### src/rtl/ahb_write_master.sv
// AHB-Lite write master draining the bridge data FIFO as undefined-length INCR bursts.
// Inserts BUSY on FIFO underrun, restarts with NONSEQ at 1 KB boundaries, drains on ERROR.
module ahb_write_master #(
    parameter int unsigned ADDR_W = 32,
    parameter int unsigned DATA_W = 64,
    parameter int unsigned LEN_W  = 4
) (
    input  logic              rclk,
    input  logic              reset,
    input  logic              cmd_valid,
    output logic              cmd_ready,
    input  logic [ADDR_W-1:0] cmd_addr,
    input  logic [LEN_W-1:0]  cmd_len,
    input  logic [2:0]        cmd_size,
    output logic              fifo_rd_en,
    input  logic [DATA_W-1:0] fifo_rdata,
    input  logic              fifo_empty,
    output logic [ADDR_W-1:0] haddr,
    output logic [1:0]        htrans,
    output logic              hwrite,
    output logic [2:0]        hsize,
    output logic [2:0]        hburst,
    output logic [DATA_W-1:0] hwdata,
    input  logic              hready,
    input  logic              hresp,
    output logic              done,
    output logic              err
);
    localparam int unsigned CNT_W = LEN_W + 1;

    localparam logic [2:0] S_IDLE  = 3'd0;
    localparam logic [2:0] S_ADDR  = 3'd1;
    localparam logic [2:0] S_LAST  = 3'd2;
    localparam logic [2:0] S_ERR   = 3'd3;
    localparam logic [2:0] S_DRAIN = 3'd4;

    localparam logic [1:0] TR_IDLE   = 2'b00;
    localparam logic [1:0] TR_BUSY   = 2'b01;
    localparam logic [1:0] TR_NONSEQ = 2'b10;
    localparam logic [1:0] TR_SEQ    = 2'b11;

    localparam logic [2:0] BURST_INCR = 3'b001;

    logic [2:0]        state;
    logic [2:0]        state_nxt;
    logic [ADDR_W-1:0] cur_addr;
    logic [ADDR_W-1:0] addr_inc;
    logic [2:0]        size;
    logic [CNT_W-1:0]  acnt;
    logic [CNT_W-1:0]  fcnt;
    logic [DATA_W-1:0] buf_data;
    logic              buf_valid;
    logic              first;
    logic              acc;
    logic              data_err;
    logic              cmd_fire;

    // Transfer type is decoded from registered state only
    always_comb begin
        htrans = TR_IDLE;
        if (state == S_ADDR) begin
            if (buf_valid) begin
                htrans = first ? TR_NONSEQ : TR_SEQ;
            end else begin
                htrans = first ? TR_IDLE : TR_BUSY;
            end
        end
    end

    assign haddr     = cur_addr;
    assign hsize     = size;
    assign hwrite    = (htrans != TR_IDLE);
    assign hburst    = hwrite ? BURST_INCR : 3'b000;
    assign acc       = hready && htrans[1];
    assign addr_inc  = cur_addr + (ADDR_W'(1) << size);
    assign data_err  = hresp && !hready && ((state == S_ADDR) || (state == S_LAST));
    assign cmd_ready = (state == S_IDLE) && !reset;
    assign cmd_fire  = cmd_valid && cmd_ready;
    assign done      = (state == S_LAST) && hready && !hresp;
    assign err       = (state == S_DRAIN) && (fcnt == '0);

    // Drain pops ignore the holding buffer so the FIFO stays in step with commands
    assign fifo_rd_en = !fifo_empty && (fcnt != '0) &&
                        (((state == S_ADDR) && (!buf_valid || acc)) || (state == S_DRAIN));

    always_ff @(posedge rclk or posedge reset) begin
        if (reset) begin
            state <= S_IDLE;
        end else begin
            state <= state_nxt;
        end
    end

    always_comb begin
        state_nxt = state;
        case (state)
            S_IDLE: begin
                if (cmd_fire) state_nxt = S_ADDR;
            end
            S_ADDR: begin
                if (data_err) begin
                    state_nxt = S_ERR;
                end else if (acc && (acnt == CNT_W'(1))) begin
                    state_nxt = S_LAST;
                end
            end
            S_LAST: begin
                if (data_err) begin
                    state_nxt = S_ERR;
                end else if (hready && !hresp) begin
                    state_nxt = S_IDLE;
                end
            end
            S_ERR: begin
                if (hready) state_nxt = S_DRAIN;
            end
            S_DRAIN: begin
                if (fcnt == '0) state_nxt = S_IDLE;
            end
            default: state_nxt = S_IDLE;
        endcase
    end

    // Burst datapath: address/count tracking, one-beat holding buffer, data-phase register
    always_ff @(posedge rclk or posedge reset) begin
        if (reset) begin
            cur_addr  <= '0;
            size      <= '0;
            acnt      <= '0;
            fcnt      <= '0;
            buf_data  <= '0;
            buf_valid <= 1'b0;
            first     <= 1'b0;
            hwdata    <= '0;
        end else begin
            if (cmd_fire) begin
                cur_addr <= cmd_addr;
                size     <= cmd_size;
                acnt     <= CNT_W'(cmd_len) + CNT_W'(1);
                fcnt     <= CNT_W'(cmd_len) + CNT_W'(1);
                first    <= 1'b1;
            end
            if (fifo_rd_en) begin
                fcnt     <= fcnt - CNT_W'(1);
                buf_data <= fifo_rdata;
            end
            if (acc) begin
                hwdata   <= buf_data;
                acnt     <= acnt - CNT_W'(1);
                cur_addr <= addr_inc;
                first    <= (addr_inc[9:0] == 10'd0);
            end
            if (state == S_DRAIN) begin
                buf_valid <= 1'b0;
            end else if (fifo_rd_en) begin
                buf_valid <= 1'b1;
            end else if (acc) begin
                buf_valid <= 1'b0;
            end
        end
    end

endmodule
### config.mk
export PLATFORM = sky130hd
export DESIGN_NAME = ahb_write_master
export DESIGN_NICKNAME = d
export VERILOG_FILES = /design/src/rtl/ahb_write_master.sv
export SDC_FILE = /design/constraint.sdc
export NUM_CORES = 1
export LEC_CHECK = 0
export ABC_AREA = 1
export BUFFER_PORTS_ARGS = -buffer_cell sky130_fd_sc_hd__buf_2
export CAP_MARGIN = 20
export CORE_AREA = 2 2 225 116
export DETAILED_ROUTE_END_ITERATION = 6
export DIE_AREA = 0 0 227 118
export GPL_TIMING_DRIVEN = 0
export HOLD_SLACK_MARGIN = 0.12
export SLEW_MARGIN = 5
export SYNTH_ARGS = -nofsm -noshare
export SYNTH_HDL_FRONTEND = slang
export SYNTH_SLANG_ARGS = --single-unit
### constraint.sdc
create_clock -name rclk -period 5.5 [get_ports rclk]
set_clock_uncertainty 0.05 [all_clocks]
set_input_delay 1.1 -clock rclk [delete_from_list [all_inputs] [get_ports rclk]]
set_output_delay 1.1 -clock rclk [all_outputs]
set_load 0.01 [all_outputs]
==> impl_metrics.toml, run 1 <==
[clock_tree]
clk_path_buf_depth = 2
root_buffer = "clkbuf_16"
path_clk_slew_ns = 0.07
clock_latency_ns = 0.43
cts_setup_buffers = 0
hold_buffers = 0
cts_buffers = 17
h-tree-depth = 4
ctsResizeCount = 0
cts_tree = "done"
cts.sinks = 178

[grt]
grtUsageMet2 = 0.263
grt_pass1_wl_um = 41800
grt_usage = 0.206
grt-busiest-layer = "met1"
met1_usage = 0.325
antenna_found_initial = 2
grt_use_met3 = 0.0659
grt_overflow = 0
grt_pass1_vias = 7453
grt_max_degree = 38

[finish]
syn2layout_area_growth_pct = 25.4
multi_input_area_mm2 = 0.00338
drive_gt1_frac = 0.233
mostFrequentLayoutCell = "nand2_1"
nFillCells = 2545
mostFrequentLayoutCells = "nand2_1, buf_2, dfrtp_1, inv_1, o21ai_0"
regArea_mm2 = 0.00445
final_net_count = 1448
stdcell_area_mm2 = 0.0108

[sta]
finalMaxSlewViolations = 0
post-route-period-util = 0.604
setup_violations = 0
hold_violations = 0
hold_ws_ns = 0.419
finalSetupTns_ns = 0
post-route-min-period_ns = 3.32
slew_headroom = 0.523
tightest_slew_ns = 0.715
setup_ws_ns = 2.18
rsz0062_at_grt = "false"
max_freq_ghz = 0.301

[placement]
placed_area_mm2 = 0.0102
port_buffers = 215
gp_congestion = 0.917
dp_hpwl_um = 20800
post-place-ws_ns = 2.17

[synthesis]
synth-seq-cells = 178
syn_area_mm2 = 0.00862
ys_seq_area_frac = 0.517
yosysWarnings = 0
synthCells = 1086
synth_cell_types = 39
synth.avg_cell_area_um2 = 7.94

[setup_path]
crit_required_ns = 4.35
crit_fanout = 10
path_cells = "buf_2, o21ai_1, nand2_1, nand2_2, inv_4, buf_6, buf_6, buf_2"
cp-end-kind = "output port"
path_delay_family = "buffers and inverters"
crit_buf_inv = 5
slowest_stage = "o21ai_1"
start_kind = "input pin"
critPathArrivalTime_ns = 2.17
max_stage_delay_ns = 0.17
crit_type = "input pin to output port"

[floorplanning]
io_pins = 218
fp.dieH_um = 118
die_width_um = 227
core-area_mm2 = 0.0248
fp-row-count = 41
die-area_mm2 = 0.0268
floorplan.initialDensity = 0.347

[drt]
num_vias = 7979
routed_wl_um = 26900
wire_per_inst_um = 16.0
drt_iter0_markers = 797
ant_nets = 0
firstDrtPassIters = 6
drc = 0
viasPerCell = 4.74

[job]
drv_cap = 0

[power]
leakage_nw = 5.68
powerDensity_mw_per_mm2 = 563
peakVddDrop_mv = 0.239
finalPower_mw = 6.09

[hold_path]
hold_path.class = "flip-flop to flip-flop"

[status]
status = "completed"
worst paths after layout:
| path | startpoint | end | slack [ns] | cells after the start |
|---|---|---|---|---|
| worst max-delay path | hready | fifo_rd_en | 2.18 | 8 |
| worst min-delay path | buf_data[59]$_DFFE_PP0P_ | hwdata[59]$_DFFE_PP0P_ | 0.42 | 2 |
| worst max register to register | hsize[0]$_DFFE_PP0P_ | haddr[20]$_DFFE_PP0P_ | 2.84 | 12 |
| worst min register to register | buf_data[59]$_DFFE_PP0P_ | hwdata[59]$_DFFE_PP0P_ | 0.42 | 2 |
| max in group asynchronous | reset | buf_data[13]$_DFFE_PP0P_ | 3.96 | 4 |
| min in group asynchronous | reset | haddr[11]$_DFFE_PP0P_ | 0.68 | 2 |
cell usage after synthesis (all sizes together):
cell / n / area share
a21oi: 10 / 0.0058
a31oi: 2 / 0.0015
buf: 37 / 0.028
clkbuf: 6 / 0.0026
clkinv: 1 / 0.00058
conb: 1 / 0.00043
dfrtp: 178 / 0.52
fa: 1 / 0.0023
ha: 12 / 0.017
inv: 137 / 0.060
nand2: 384 / 0.17
nand3: 68 / 0.040
nand3b: 6 / 0.0052
nand4: 6 / 0.0051
nor2: 53 / 0.025
nor3: 17 / 0.0099
nor4: 1 / 0.00073
o211ai: 11 / 0.0096
o21a: 14 / 0.012
o21ai: 120 / 0.070
o21bai: 1 / 0.00087
o221ai: 5 / 0.0051
o22ai: 2 / 0.0015
o311ai: 1 / 0.0010
or2: 7 / 0.0051
xnor2: 3 / 0.0030
xor2: 2 / 0.0020
routing by layer:
metal / vias to the layer above / wire length, um
met2: 291 / 10400
met5: - / 0
met3: 22 / 2110
met1: 3741 / 14200
li1: 3925 / -
met4: 0 / 265
final cells by class:
class | instances | area share
repair buffers | 220 | 0.109
multi-input cells | 728 | 0.313
diodes | 2 | 0.000463
plain buffers | 43 | 0.0245
well taps | 344 | 0.0398
clock inverters | 12 | 0.0111
flip-flops and latches | 178 | 0.412
inverters | 138 | 0.0486
clock buffers | 19 | 0.0419
logic make-up (layout without fill, tap and decap cells):
logic type / count (synthesis) / in the layout / synth area share
other: 1 / 4 / 0.000435
AO/OA/AOI/OAI: 166 / 166 / 0.107
buffers and inverters: 181 / 432 / 0.0913
flip-flops: 178 / 178 / 0.517
AND/OR/NAND/NOR: 542 / 542 / 0.260
XOR/XNOR: 5 / 5 / 0.00508
adder cells (fa/ha/maj): 13 / 13 / 0.0197
per-stage QoR:
step           instances   util
6_report            1684  0.436
5_1_grt             1683  0.435
4_1_cts             1682  0.435
3_5_place_dp        1651  0.412
3_3_place_gp        1646  0.408
2_1_floorplan       1087      -
state kept, by name, indices dropped and copies added, names as in the netlist:
| name | count |
|---|---|
| buf_valid | 1 |
| haddr | 32 |
| hsize | 3 |
| first | 1 |
| acnt | 5 |
| hwdata | 64 |
| fcnt | 5 |
| state | 3 |
| buf_data | 64 |
where the power goes:
group	internal [mW]	total (mW)	switching, mW
Combinational	0.946	2.53	1.59
Clock	0.657	1.22	0.564
Sequential	1.92	2.33	0.414
worst register-to-register path: stages (launching register included):
cell and delay (ns):
dfrtp_1 0.45, inv_1 0.13, nor3_1 0.29, inv_1 0.11, fa_1 0.43, inv_1 0.09, nand3_1 0.08, nand2_1 0.15
nand3_1 0.13, a21oi_1 0.38, nand2_1 0.09, nand3_1 0.08, nand3_1 0.07
Power figures use the tool's default switching activity.
==> run 2, diff against run 1 <==
--- a/config.mk
+++ b/config.mk
@@ -5,12 +5,12 @@
 export SDC_FILE = /design/constraint.sdc
 export NUM_CORES = 1
 export LEC_CHECK = 0
-export ABC_AREA = 1
+export ABC_AREA = 0
 export BUFFER_PORTS_ARGS = -buffer_cell sky130_fd_sc_hd__buf_2
 export CAP_MARGIN = 20
-export CORE_AREA = 2 2 225 116
+export CORE_AREA = 2 2 218 113
 export DETAILED_ROUTE_END_ITERATION = 6
-export DIE_AREA = 0 0 227 118
+export DIE_AREA = 0 0 220 115
 export GPL_TIMING_DRIVEN = 0
 export HOLD_SLACK_MARGIN = 0.12
 export SLEW_MARGIN = 5
==> constraint.sdc (replaced) <==
create_clock -name rclk -period 2.66 [get_ports rclk]
set_clock_uncertainty 0.05 [all_clocks]
set_input_delay 0.532 -clock rclk [delete_from_list [all_inputs] [get_ports rclk]]
set_output_delay 0.532 -clock rclk [all_outputs]
set_load 0.01 [all_outputs]
==> run 2 against run 1 <==
  * The flow now finishes with violations (setup timing)
  * Flip-flop and latch count unchanged
  * Combinational power up 120%
  * Critical path depth rose by 3
  * Worst hold slack got worse by 0.20 ns
  * Design area decreased by 0.23%
  * Register-to-register slack lost 2.9 ns
  * Clock power up 120%
  * Setup slack lost 2.3 ns
  * Critical path type is now flip-flop to flip-flop
  * Via count shrank 7.0%
  * Sequential power increased by 110%
  * Wire length decreased by 3.9%
  * Global-route usage increased by 0.47 points
==> impl_metrics.toml, run 2 <==
[floorplanning]
die_width_um = 220
fp-row-count = 40
die-area_mm2 = 0.0253
fp.dieH_um = 115
floorplan.initialDensity = 0.344
io_pins = 218
core-area_mm2 = 0.0234

[placement]
dp_hpwl_um = 18900
post-place-ws_ns = -0.471
dp.cells = 1463
placed_area_mm2 = 0.00970
gp_congestion = 0.847
port_buffers = 215

[sta]
hold_violations = 0
post-route-min-period_ns = 2.77
setup_violations = 10
post-route-period-util = 1.04
finalSetupTns_ns = -0.490
max_freq_ghz = 0.361
finalMaxSlewViolations = 0
tightest_slew_ns = 0.810
hold_ws_ns = 0.219
setup_ws_ns = -0.107
slew_headroom = 0.459
rsz0062_at_grt = "true"

[clock_tree]
h-tree-depth = 4
root_buffer = "clkbuf_16"
clk_path_buf_depth = 2
cts_buffers = 17
cts_tree = "done"
hold_buffers = 0
cts.sinks = 178
clock_latency_ns = 0.45
path_clk_slew_ns = 0.08

[finish]
post-route-util = 0.461
stdcell_area_mm2 = 0.0108
final_net_count = 1311
mostFrequentLayoutCells = "nand2_1, buf_2, dfrtp_1, nor2_1, buf_4"
nFillCells = 2316
drive_gt1_frac = 0.299
instances_no_fill = 1517
syn2layout_area_growth_pct = 33.8
mostFrequentLayoutCell = "nand2_1"

[drt]
routed_wl_um = 25800
num_vias = 7420
wire_per_inst_um = 17.0
met3WireLength_um = 2130
wl_met1_um = 13400
top_layer = "met5"
viasPerCell = 4.89
drc = 0
drt_iter0_markers = 689
met2_length_um = 9990
firstDrtPassIters = 6
ant_nets = 0

[setup_path]
cp-end-kind = "flip-flop"
reg2reg_depth = 11
max_stage_delay_ns = 0.38
critPathArrivalTime_ns = 3.05
path_cells = "clkbuf_8, nor3_4, ha_2, inv_2, fa_2, nand2b_4, a211oi_4, o21a_4, o211a_4, nor3_2, a221o_1"
slowest_stage = "dfrtp_1"
crit_fanout = 7
r2r_start = "hsize[0]$_DFFE_PP0P_"
crit_buf_inv = 2
r2r_slack_ns = -0.11
worstReg2RegEnd = "haddr[12]$_DFFE_PP0P_"
start_kind = "flip-flop"
path_delay_family = "compound AO/OA/AOI/OAI gates"
critical_path_depth = 11
crit_required_ns = 2.94
crit_type = "flip-flop to flip-flop"

[power]
powerDensity_mw_per_mm2 = 1240
leakage_nw = 5.75
peakVddDrop_mv = 0.514
finalPower_mw = 13.3

[grt]
grt_pass1_wl_um = 39700
grt_max_degree = 39
grt_pass1_vias = 6813
antenna_found_initial = 2
grt_overflow = 0
grt_usage = 0.210

[synthesis]
synth-async-reset-ratio = 1.00
synthCells = 926
synth_top_cell_area_share = 0.553
ys_seq_area_frac = 0.553
yosysWarnings = 0
yosysMostFrequentCell = "nand2_1"
synth-edff-count = 0
netlist_top_cells_count = "nand2_1, dfrtp_1, nor2_1, clkbuf_1, inv_1"
synth-seq-cells = 178
synth_cell_types = 64
netlist_top_cells_area = "dfrtp_1, nand2_1, ha_1"
yosysTopAreaCell = "dfrtp_1"
synth.avg_cell_area_um2 = 8.71
syn_area_mm2 = 0.00806
synth_ff_type = "dfrtp_1"

[hold_path]
hold_path.class = "input pin to asynchronous set/reset pin"

[status]
violations = "setup timing"
status = "finished, violations left"

[job]
drv_cap = 0
run 2: worst max-delay path by stage:
stage / start / endpoint / slack [ns]
final: hsize[0]$_DFFE_PP0P_ / haddr[12]$_DFFE_PP0P_ / -0.11
after floorplan: reset / state[0]$_DFFE_PP0P_ / -1.17
after global routing: hsize[1]$_DFFE_PP0P_ / haddr[12]$_DFFE_PP0P_ / -0.17
after global placement: reset / state[0]$_DFFE_PP0P_ / -2.67
after CTS: hsize[1]$_DFFE_PP0P_ / first$_DFFE_PP0P_ / -0.08
after detailed placement: hsize[2]$_DFFE_PP0P_ / haddr[24]$_DFFE_PP0P_ / -0.47
run 2: cells by family (layout without fill, tap and decap cells):
group                      Yosys count  in the layout  share of synthesized area
adders and majority gates           13             13                     0.0211
AOI/OAI and AO/OA                  105            105                     0.0945
muxes                                2              2                    0.00248
xor gates and xnor gates             9              9                    0.00978
and+or+nand+nor                    549            549                      0.283
DFF                                178            178                      0.553
buffers and inverters               69            343                     0.0360
other                                1              3                   0.000465
run 2: per-layer routing:
metal / vias to the layer above / track usage
met2: 257 / 0.268
met4: 2 / 0.0537
li1: 3571 / -
met5: - / 0
met1: 3568 / 0.334
met3: 22 / 0.0653
run 2: cell type report:
type | count | area, um^2 | share of cell area
well taps | 315 | 394 | 0.0365
repair buffers | 245 | 1390 | 0.128
multi-input cells | 680 | 3610 | 0.334
inverters | 18 | 76.3 | 0.00707
plain buffers | 49 | 246 | 0.0228
diodes | 1 | 2.50 | 0.000232
clock buffers | 19 | 443 | 0.0411
clock inverters | 12 | 179 | 0.0166
flip-flops and latches | 178 | 4460 | 0.413
run 2: timing repair:
action	in CTS	in global routing
gates cloned	0	0
endpoints found under the setup margin	31	67
endpoints found under the hold margin	0	0
pin swaps	23	23
setup buffers	9	15
resized for setup	29	42
run 2: worst reg2reg max path: cells and delay by family, from the launching register on:
family	cells	cell delay, ns
DFF	1	0.38
and+or+nand+nor	3	0.37
AOI/OAI and AO/OA	4	1.08
buffers and inverters	2	0.21
adders and majority gates	2	0.57
run 2: power by group:
group          internal (mW)  total, mW  switching [mW]  leakage, nW
Clock                   1.60       2.72            1.12        0.296
Combinational           2.26       5.64            3.38         3.23
Sequential              4.04       4.98           0.937         2.23
==> run 3, diff against run 2 <==
--- a/config.mk
+++ b/config.mk
@@ -9,6 +9,7 @@
 export BUFFER_PORTS_ARGS = -buffer_cell sky130_fd_sc_hd__buf_2
 export CAP_MARGIN = 20
 export CORE_AREA = 2 2 218 113
+export CTS_BUF_LIST = sky130_fd_sc_hd__clkbuf_16
 export DETAILED_ROUTE_END_ITERATION = 6
 export DIE_AREA = 0 0 220 115
 export GPL_TIMING_DRIVEN = 0
==> constraint.sdc (replaced) <==
create_clock -name rclk -period 2.25 [get_ports rclk]
set_clock_uncertainty 0.05 [all_clocks]
set_input_delay 0.45 -clock rclk [delete_from_list [all_inputs] [get_ports rclk]]
set_output_delay 0.45 -clock rclk [all_outputs]
set_load 0.01 [all_outputs]
==> run 3 against run 2 <==
  * The flow still finishes with violations (setup timing)
  * Sequential power up 20%
  * Maximum frequency is essentially flat
  * Register-to-register slack got worse by 0.41 ns
  * Cell count grew 2.8%
  * Largest cell class unchanged
  * First-iteration DRC count up 10%
  * Critical path depth up 1
  * Design area is 6.1% higher
  * Critical endpoint is now haddr[10]$_DFFE_PP0P_
  * Highest routed layer is now met4
  * Flip-flop and latch count unchanged
  * Core utilization grew 2.8 points
==> impl_metrics.toml, run 3 (synthesis results as in run 2) <==
[status]
status = "finished, violations left"
violations = "setup timing"

[placement]
post-place-ws_ns = -0.675
gp_congestion = 0.855
placed_area_mm2 = 0.00979
dp.cells = 1463
port_buffers = 215
dp_hpwl_um = 18900

[grt]
grt_max_degree = 40
grt_usage = 0.212
grt_pass1_vias = 7104
antenna_found_initial = 2
grt_pass1_wl_um = 40400
grt_overflow = 0

[sta]
tightest_slew_ns = 0.751
setup_violations = 28
post-route-period-util = 1.23
max_freq_ghz = 0.361
hold_ws_ns = 0.151
post-route-min-period_ns = 2.77
finalSetupTns_ns = -9.88
setup_ws_ns = -0.520
slew_headroom = 0.500
finalMaxSlewViolations = 0
hold_violations = 0
rsz0062_at_grt = "true"

[floorplanning]
floorplan.initialDensity = 0.344
fp-row-count = 40
io_pins = 218
core-area_mm2 = 0.0234
die_width_um = 220
fp.dieH_um = 115
die-area_mm2 = 0.0253

[clock_tree]
clock_latency_ns = 0.45
cts_buffers = 17
h-tree-depth = 4
cts_tree = "done"
clk_path_buf_depth = 2
root_buffer = "clkbuf_16"
path_clk_slew_ns = 0.07
cts.sinks = 178

[finish]
syn2layout_area_growth_pct = 42.0
mostFrequentLayoutCells = "nand2_1, buf_2, dfrtp_1, buf_4, nor2_1"
instances_no_fill = 1559
final_net_count = 1352
mostFrequentLayoutCell = "nand2_1"
drive_gt1_frac = 0.348
stdcell_area_mm2 = 0.0115
post-route-util = 0.489

[drt]
routed_wl_um = 26600
drt_iter0_markers = 759
wire_per_inst_um = 17.0
viasPerCell = 4.88
firstDrtPassIters = 5
drc = 0
ant_nets = 0
num_vias = 7615

[setup_path]
path_cells = "buf_8, nor3_4, ha_2, inv_2, fa_2, nand2b_4, a211oi_4, o21a_4, buf_4, nor2_4, or3_1, nand3_1"
crit_fanout = 7
start_kind = "flip-flop"
slowest_stage = "dfrtp_1"
critPathArrivalTime_ns = 3.09
cp-end-kind = "flip-flop"
r2r_slack_ns = -0.52
path_delay_family = "simple AND/OR/NAND/NOR gates"
crit_buf_inv = 3
max_stage_delay_ns = 0.40
r2r_start = "hsize[0]$_DFFE_PP0P_"
reg2reg_depth = 12
crit_path_start = "hsize[0]$_DFFE_PP0P_"
worstReg2RegEnd = "haddr[10]$_DFFE_PP0P_"
crit_required_ns = 2.57
crit_type = "flip-flop to flip-flop"

[job]
drv_cap = 0

[power]
peakVddDrop_mv = 0.670
powerDensity_mw_per_mm2 = 1450
finalPower_mw = 16.6
leakage_nw = 6.11

[hold_path]
hold_depth = 3
min_from = "fifo_rdata[26]"
holdPathEnd = "buf_data[26]$_DFFE_PP0P_"
hold_path.class = "input pin to flip-flop"
## run 3: worst reg2reg max path, cell delays in order (launching register included)
cell and delay, ns:
dfrtp_1 0.40, buf_8 0.15, nor3_4 0.16, ha_2 0.22, inv_2 0.04, fa_2 0.36, nand2b_4 0.17, a211oi_4 0.28
o21a_4 0.26, buf_4 0.15, nor2_4 0.05, or3_1 0.33, nand3_1 0.07
## run 3: area by class of cell
type / instances / area [um^2]
Antenna cell: 1 / 2.50
Inverter: 18 / 73.8
Clock buffer: 17 / 425
Buffer: 49 / 348
Fill cell: 2249 / 12000
Multi-Input combinational cell: 680 / 3820
Clock inverter: 15 / 179
Tap cell: 315 / 394
Sequential cell: 178 / 4460
Timing Repair Buffer: 286 / 1750
## run 3: report_power, final
part / internal (mW) / leakage (nW) / total [mW] / switching (mW)
logic: 3.31 / 3.59 / 7.51 / 4.20
registers: 4.78 / 2.23 / 5.96 / 1.18
clock network: 1.76 / 0.294 / 3.13 / 1.37
## run 3: layer usage
| layer | wire, um | vias to the layer above | global-route usage |
|---|---|---|---|
| li1 | - | 3652 | - |
| met1 | 13300 | 3663 | 0.333 |
| met2 | 10700 | 280 | 0.281 |
| met3 | 2360 | 20 | 0.0627 |
| met4 | 241 | 0 | 0.0488 |
| met5 | 0 | - | 0 |
## run 3: how the worst max path moves through the flow
stage                                 end  slack [ns]  cells past startpoint
floorplan            state[0]$_DFFE_PP0P_       -1.50                      5
global placement     state[0]$_DFFE_PP0P_       -2.97                      6
detailed placement  haddr[12]$_DFFE_PP0P_       -0.68                     11
CTS                 haddr[16]$_DFFE_PP0P_       -0.45                     12
global route        haddr[16]$_DFFE_PP0P_       -0.59                     12
finish              haddr[10]$_DFFE_PP0P_       -0.52                     12
## run 3: repair_timing
action | 4_1_cts | 5_1_grt
hold endpoints to repair | 15 | 0
pin swaps | 34 | 13
setup buffers | 38 | 20
hold buffers | 10 | 0
setup endpoints to repair | 170 | 147
gates resized for setup | 85 | 51
cloned | 0 | 0
